[src/rtl/fb_write_ctrl_pkg.sv]
// fb_defs: constants and types shared by the framebuffer write controller
// and the display stage.
//   H_RES / V_RES  : visible resolution; H_RES is also the address stride
//   FB_WORDS       : number of RAM words in one frame
//   FB_ADDR_W      : RAM word-address width
//   *_LSB / CH_W   : BGR555 field positions {b[4:0], g[4:0], r[4:0]}
//   wr_state_e     : write-controller FSM states
//   wr_beat_t      : one queued pixel write {y, x, data}
//   fb_addr()      : y*H_RES + x for H_RES = 240 using shifts only
package fb_defs;

  localparam int H_RES     = 240;
  localparam int V_RES     = 160;
  localparam int FB_WORDS  = H_RES * V_RES;
  localparam int FB_ADDR_W = 16;

  localparam int CH_W  = 5;
  localparam int R_LSB = 0;
  localparam int G_LSB = 5;
  localparam int B_LSB = 10;

  typedef enum logic [1:0] {
    ST_IDLE  = 2'd0,
    ST_DRAIN = 2'd1,
    ST_FILL  = 2'd2
  } wr_state_e;

  typedef struct packed {
    logic [7:0]  y;
    logic [7:0]  x;
    logic [14:0] data;
  } wr_beat_t;

  // 240*y == 256*y - 16*y; all terms fit in 16 bits for y <= 255.
  function automatic logic [FB_ADDR_W-1:0] fb_addr(input logic [7:0] y,
                                                   input logic [7:0] x);
    logic [FB_ADDR_W-1:0] yw;
    logic [FB_ADDR_W-1:0] xw;
    yw = {8'b0, y};
    xw = {8'b0, x};
    return (yw << 8) - (yw << 4) + xw;
  endfunction

endpackage

[src/rtl/fb_wr_fifo.sv]
// fb_wr_fifo: small synchronous FIFO holding queued pixel writes.
//   clk, clrn   : clock and synchronous active-low reset (empties the queue)
//   push, din   : write side; ignored when full unless a pop happens too
//   pop, dout   : read side; dout is the head entry (valid while !empty)
//   full, empty : occupancy flags
module fb_wr_fifo #(
  parameter int WIDTH = 31,
  parameter int DEPTH = 4
) (
  input  logic             clk,
  input  logic             clrn,
  input  logic             push,
  input  logic [WIDTH-1:0] din,
  input  logic             pop,
  output logic [WIDTH-1:0] dout,
  output logic             full,
  output logic             empty
);

  localparam int AW = $clog2(DEPTH);
  localparam logic [AW:0] FULL_CNT = (AW+1)'(DEPTH);

  logic [WIDTH-1:0] mem_q [DEPTH];
  logic [AW-1:0]    wr_ptr_q, wr_ptr_d;
  logic [AW-1:0]    rd_ptr_q, rd_ptr_d;
  logic [AW:0]      count_q, count_d;
  logic             do_push, do_pop;

  assign full  = (count_q == FULL_CNT);
  assign empty = (count_q == '0);
  assign dout  = mem_q[rd_ptr_q];

  // Pointers are AW bits wide, so they wrap modulo DEPTH by themselves.
  always_comb begin
    do_pop   = pop && !empty;
    do_push  = push && (!full || do_pop);
    wr_ptr_d = wr_ptr_q;
    rd_ptr_d = rd_ptr_q;
    count_d  = count_q;
    if (do_push) wr_ptr_d = wr_ptr_q + 1'b1;
    if (do_pop)  rd_ptr_d = rd_ptr_q + 1'b1;
    if (do_push && !do_pop)      count_d = count_q + 1'b1;
    else if (do_pop && !do_push) count_d = count_q - 1'b1;
  end

  always_ff @(posedge clk) begin
    if (!clrn) begin
      wr_ptr_q <= '0;
      rd_ptr_q <= '0;
      count_q  <= '0;
    end else begin
      wr_ptr_q <= wr_ptr_d;
      rd_ptr_q <= rd_ptr_d;
      count_q  <= count_d;
    end
  end

  always_ff @(posedge clk) begin
    if (do_push) mem_q[wr_ptr_q] <= din;
  end

endmodule

[src/rtl/fb_write_ctrl.sv]
// fb_write_ctrl: owns the write port of the 240x160 BGR555 framebuffer RAM.
//   clk, clrn              : clock and synchronous active-low reset
//   wr_valid/wr_ready      : pixel write handshake, with wr_x, wr_y, wr_data
//   fill_start, fill_color : request a full-frame clear to fill_color
//   busy                   : a fill is pending (draining queue) or running
//   fill_done              : one-cycle pulse after the last fill word
//   drop                   : sticky flag, an out-of-range write was discarded
//   mem_we/addr/wdata      : registered RAM write port
module fb_write_ctrl
  import fb_defs::*;
#(
  parameter int FIFO_DEPTH = 4
) (
  input  logic                 clk,
  input  logic                 clrn,
  input  logic                 wr_valid,
  output logic                 wr_ready,
  input  logic [7:0]           wr_x,
  input  logic [7:0]           wr_y,
  input  logic [14:0]          wr_data,
  input  logic                 fill_start,
  input  logic [14:0]          fill_color,
  output logic                 busy,
  output logic                 fill_done,
  output logic                 drop,
  output logic                 mem_we,
  output logic [FB_ADDR_W-1:0] mem_addr,
  output logic [15:0]          mem_wdata
);

  localparam logic [7:0]           X_LIM     = 8'(H_RES);
  localparam logic [7:0]           Y_LIM     = 8'(V_RES);
  localparam logic [FB_ADDR_W-1:0] FILL_LAST = FB_ADDR_W'(FB_WORDS - 1);

  wr_state_e            state_q, state_d;
  logic [FB_ADDR_W-1:0] cnt_q, cnt_d;
  logic [14:0]          color_q, color_d;
  logic                 mem_we_q, mem_we_d;
  logic [FB_ADDR_W-1:0] mem_addr_q, mem_addr_d;
  logic [15:0]          mem_wdata_q, mem_wdata_d;
  logic                 drop_q, drop_d;
  logic                 last_q, last_d;
  logic                 fill_done_q, fill_done_d;

  logic                 fifo_full, fifo_empty, fifo_push, fifo_pop;
  logic [$bits(wr_beat_t)-1:0] fifo_dout;
  wr_beat_t             head;
  logic                 in_range;

  assign wr_ready  = !fifo_full && (state_q == ST_IDLE) && clrn;
  assign fifo_push = wr_valid && wr_ready;
  // The queue keeps draining in IDLE and DRAIN; FILL owns the RAM port.
  assign fifo_pop  = !fifo_empty && (state_q != ST_FILL);
  assign head      = wr_beat_t'(fifo_dout);
  assign in_range  = (head.x < X_LIM) && (head.y < Y_LIM);

  fb_wr_fifo #(
    .WIDTH ($bits(wr_beat_t)),
    .DEPTH (FIFO_DEPTH)
  ) u_fifo (
    .clk   (clk),
    .clrn  (clrn),
    .push  (fifo_push),
    .din   ({wr_y, wr_x, wr_data}),
    .pop   (fifo_pop),
    .dout  (fifo_dout),
    .full  (fifo_full),
    .empty (fifo_empty)
  );

  // Stage p0: pop/range check or fill word selection; next-state logic.
  always_comb begin
    state_d     = state_q;
    cnt_d       = cnt_q;
    color_d     = color_q;
    mem_we_d    = 1'b0;
    mem_addr_d  = mem_addr_q;
    mem_wdata_d = mem_wdata_q;
    drop_d      = drop_q;
    last_d      = 1'b0;
    fill_done_d = last_q;

    if (fifo_pop) begin
      if (in_range) begin
        mem_we_d    = 1'b1;
        mem_addr_d  = fb_addr(head.y, head.x);
        mem_wdata_d = {1'b0, head.data};
      end else begin
        drop_d = 1'b1;
      end
    end

    case (state_q)
      ST_IDLE: begin
        if (fill_start) begin
          color_d = fill_color;
          state_d = ST_DRAIN;
        end
      end
      ST_DRAIN: begin
        if (fifo_empty) begin
          cnt_d   = '0;
          state_d = ST_FILL;
        end
      end
      ST_FILL: begin
        mem_we_d    = 1'b1;
        mem_addr_d  = cnt_q;
        mem_wdata_d = {1'b0, color_q};
        cnt_d       = cnt_q + 1'b1;
        if (cnt_q == FILL_LAST) begin
          state_d = ST_IDLE;
          last_d  = 1'b1;
        end
      end
      default: state_d = ST_IDLE;
    endcase
  end

  // Stage p1: registered RAM port and status.
  always_ff @(posedge clk) begin
    if (!clrn) begin
      state_q     <= ST_IDLE;
      mem_we_q    <= 1'b0;
      mem_addr_q  <= '0;
      mem_wdata_q <= '0;
      drop_q      <= 1'b0;
      last_q      <= 1'b0;
      fill_done_q <= 1'b0;
    end else begin
      state_q     <= state_d;
      mem_we_q    <= mem_we_d;
      mem_addr_q  <= mem_addr_d;
      mem_wdata_q <= mem_wdata_d;
      drop_q      <= drop_d;
      last_q      <= last_d;
      fill_done_q <= fill_done_d;
    end
  end

  always_ff @(posedge clk) begin
    cnt_q   <= cnt_d;
    color_q <= color_d;
  end

  assign busy      = (state_q != ST_IDLE);
  assign fill_done = fill_done_q;
  assign drop      = drop_q;
  assign mem_we    = mem_we_q;
  assign mem_addr  = mem_addr_q;
  assign mem_wdata = mem_wdata_q;

endmodule

[config.mk]
export PLATFORM = sky130hd
export DESIGN_NAME = fb_write_ctrl
export DESIGN_NICKNAME = d
export VERILOG_FILES = /design/src/rtl/fb_write_ctrl_pkg.sv /design/src/rtl/fb_wr_fifo.sv /design/src/rtl/fb_write_ctrl.sv
export SDC_FILE = /design/constraint.sdc
export NUM_CORES = 1
export LEC_CHECK = 0
export CAP_MARGIN = 10
export CELL_PAD_IN_SITES_DETAIL_PLACEMENT = 0
export CELL_PAD_IN_SITES_GLOBAL_PLACEMENT = 2
export CORE_ASPECT_RATIO = 1.5
export CORE_UTILIZATION = 44
export CTS_CLUSTER_SIZE = 10
export DETAILED_ROUTE_END_ITERATION = 8
export GPL_ROUTABILITY_DRIVEN = 1
export PLACE_DENSITY = 0.87
export SLEW_MARGIN = 25
export SYNTH_ARGS = -nofsm -noshare
export SYNTH_HDL_FRONTEND = slang
export SYNTH_SLANG_ARGS = --single-unit
export TNS_END_PERCENT = 50
[constraint.sdc]
create_clock -name clk -period 7 [get_ports clk]
set_clock_uncertainty 0.2 [all_clocks]
set_input_delay 1.4 -clock clk [delete_from_list [all_inputs] [get_ports clk]]
set_output_delay 1.4 -clock clk [all_outputs]
set_load 0.02 [all_outputs]
==> flow_summary.yaml <==
status:
  status: "finished, final reports clean"
grt:
  grt_pass1_vias: 5050
  grt_first_pass_wirelength_um: 27100
  antenna_found_initial: 1
  grt_max_degree: 49
  grt-ovfl-total: 0
  grtUsageTotal_pct: 18.5
setup_path:
  path_delay_family: "buffers and inverters"
  arrival_ns: 3.38
  startpoint_type: "input port"
  worstSetupEndpointType: "output port"
  cp_slowest_stage_delay_ns: 0.68
  path_max_fanout: 48
  timing.critical_path.cells: "clkdlybuf4s50_1, buf_4, nand2_1, a21oi_1, clkdlybuf4s50_1"
  cp.required_ns: 5.40
  cpMaxStageDelayCell: "clkdlybuf4s50_1"
  critPathBufInv: 3
  cpMostUsedCell: "clkdlybuf4s50_1"
  path_class: "in2out"
clocking:
  htree_num_levels: 1
  hold_buffers: 0
  cts_tree: "done"
  numCtsBuffers: 24
  postCtsSetupRepairBufs: 0
  clockBufferDepth: 3
  cts.sinks: 201
  cts_root_buf: "clkbuf_16"
  clock_latency_ns: 0.50
  ctsResizeCount: 0
  clk_pin_slew_worst_paths_ns: 0.05
synth:
  synth_edf_count: 155
  synth.distinct_cells: 47
  synth_ff_type: "edfxtp_1"
  synth.area.top_cells: "edfxtp_1, dfxtp_1, mux4_2"
  synthCells: 530
  ys_warn_count: 0
  synth-seq-cells: 201
  synth_top_area_share_pct: 57.1
  syn_nets: 596
  yosysTopAreaCell: "edfxtp_1"
  synth_area_per_cell_sq_um: 15.4
  yosysSeqAreaShare_pct: 68.4
  netlist_area_sq_um: 8150
  synth_async_sr_flop_share_pct: 0
die:
  die_area_sq_um: 19100
  die_w_um: 113
  start_util_pct: 45.2
  chipHeight_um: 169
  coreArea_sq_um: 18000
  num_io_pins: 87
  rows: 60
route:
  routed_wl_um: 16700
  viasPerCell: 5.49
  wl_per_cell_um: 19.5
  vias: 4724
  route.detailed.drc: 0
  final_antenna_net_count: 0
  dr.pass1.iters: 5
  drt_iter0_markers: 373
place:
  io_buffer_count: 85
  post-place-cells: 815
  dp_hpwl_um: 10800
  place.gp.congestion: 0.747
timing:
  finalSetupViolations: 0
  tns_ns: 0
  grt_setup_unrepaired: "false"
  maxSlewViolCount: 0
  max_slew_margin_pct: 46.1
  tightest_slew_ns: 0.808
  min_period_over_period_pct: 71.1
  clock.fmax_mhz: 201
  min_period_ns: 4.98
  hold_violations: 0
hold_path:
  hold_path.class: "reg2reg"
final_layout:
  areaGrowthSynthToFinish_pct: 22.0
  instances_no_fill: 860
  drive_gt1_share_pct: 11.8
  fill_cells: 1426
  nNetsFinal: 690
pwr:
  power_leakage_uw: 0.00341
  peakVddDrop_mv: 0.256
  power_density_nw_per_um2: 402
job:
  maxCapViolations: 0
-- state kept, by name, summed over array words and instances (netlist names), named ones only --
signal           cells
fill_done_d          1
fill_done            1
mem_we               1
cnt_q               16
color_q             15
mem_wdata           15
u_fifo.mem_q       124
drop                 1
u_fifo.rd_ptr_q      2
state_q              2
u_fifo.wr_ptr_q      2
mem_addr            16
u_fifo.count_q       3
-- per-layer routing --
metal / global-route usage [%] / part of all wire [%] / up-vias
met5: 0 / 0 / -
met4: 7.38 / 3.3 / 0
li1: - / - / 2206
met2: 34.2 / 55 / 123
met3: 3.29 / 4.4 / 36
met1: 20.9 / 37 / 2359
-- cell type report --
| cell class | count | area [sq um] | share of cell area (%) |
|---|---|---|---|
| Antenna cell | 1 | 2.50 | 0.0252 |
| Multi-Input combinational cell | 270 | 2320 | 23.3 |
| Tap cell | 217 | 272 | 2.73 |
| Clock inverter | 1 | 5.00 | 0.0503 |
| Inverter | 32 | 120 | 1.21 |
| Clock buffer | 43 | 723 | 7.27 |
| Timing Repair Buffer | 95 | 926 | 9.31 |
| Sequential cell | 201 | 5580 | 56.1 |
-- layout by cell type (no fill, tap or decap), types with 4 or more instances in the layout --
| master | n |
|---|---|
| o21ai_0 | 7 |
| and2_1 | 11 |
| o211a_1 | 5 |
| nand2_1 | 24 |
| o21a_1 | 6 |
| and3_1 | 7 |
| a222oi_1 | 5 |
| dfxtp_1 | 45 |
| edfxtp_1 | 155 |
| ha_1 | 15 |
| nand3_1 | 16 |
| nor2b_1 | 10 |
| o221ai_1 | 16 |
| buf_4 | 10 |
| xor2_1 | 9 |
| clkdlybuf4s50_1 | 85 |
| clkbuf_16 | 25 |
| xnor2_1 | 14 |
| inv_1 | 32 |
| o211ai_1 | 4 |
| nor2_1 | 26 |
| a21oi_1 | 26 |
| nor3_1 | 5 |
| clkbuf_1 | 15 |
| or3_1 | 6 |
| mux4_2 | 31 |
-- synthesized netlist by cell type, types with 2 or more instances --
| cell type | number |
|---|---|
| dfxtp_1 | 46 |
| nand2b_1 | 2 |
| inv_1 | 32 |
| mux2i_1 | 3 |
| o221ai_1 | 16 |
| o211ai_1 | 4 |
| nand3_1 | 16 |
| nor2_1 | 26 |
| ha_1 | 15 |
| o21ai_0 | 8 |
| a222oi_1 | 5 |
| buf_6 | 4 |
| o21a_1 | 6 |
| mux4_2 | 31 |
| xor2_1 | 9 |
| edfxtp_1 | 155 |
| nor3_1 | 5 |
| and2_1 | 11 |
| a21oi_1 | 26 |
| or3_1 | 6 |
| clkbuf_1 | 13 |
| and3_1 | 7 |
| nor2b_1 | 10 |
| o31a_1 | 2 |
| xnor2_1 | 14 |
| nand2_1 | 24 |
| buf_2 | 7 |
| buf_1 | 2 |
| o211a_1 | 5 |
| nand4_1 | 3 |
-- report_power, final --
group          internal (uW)  total (uW)  switching, uW
Combinational            582        1310            724
Clock                    691        1130            440
Sequential              1460        1570            102
-- worst paths after layout --
path	startpoint	end	slack, ns	cells after the start
worst max-delay path	clrn	wr_ready	2.02	5
worst min-delay path	fill_done_d	fill_done	0.24	1
worst max register to register	flip-flop	mem_addr[14]	3.66	6
worst min register to register	fill_done_d	fill_done	0.24	1
-- cells by family (layout without fill, tap and decap cells) --
| group | count (synthesis) | in the layout | synth area share [%] |
|---|---|---|---|
| AO/OA/AOI/OAI | 80 | 80 | 7.18 |
| XOR/XNOR | 23 | 23 | 2.47 |
| adder cells (fa/ha/maj) | 16 | 16 | 2.55 |
| buffers and inverters | 59 | 171 | 3.24 |
| flip-flops | 201 | 201 | 68.4 |
| multiplexers | 34 | 34 | 8.93 |
| other | 1 | 2 | 0.0460 |
| AND/OR/NAND/NOR | 116 | 116 | 7.18 |
-- worst register-to-register path: cells and delay by family (launching register included) --
kind / cells / cell delay [ns]
DFF: 1 / 0.31
and+or+nand+nor: 1 / 0.47
AOI/OAI and AO/OA: 3 / 1.08
buffers and inverters: 1 / 0.49
muxes: 1 / 0.67
-- metrics by stage --
stage | hold WS [ns] | total power (uW) | area (sq um) | utilization, % | setup slack (ns)
6_report | 0.241 | 4000 | 9940 | 55.2 | 2.02
4_1_cts | 0.247 | 4050 | 9940 | 55.2 | 2.01
3_5_place_dp | 0.224 | 2910 | 9210 | 51.1 | 2.01
2_1_floorplan | 0.212 | 2500 | 8150 | - | 3.26
3_3_place_gp | 0.224 | 2870 | 9210 | 51.1 | 2.07
5_1_grt | 0.257 | 4230 | 9940 | 55.2 | 1.88
No activity file was read; power rests on OpenSTA's default activity.
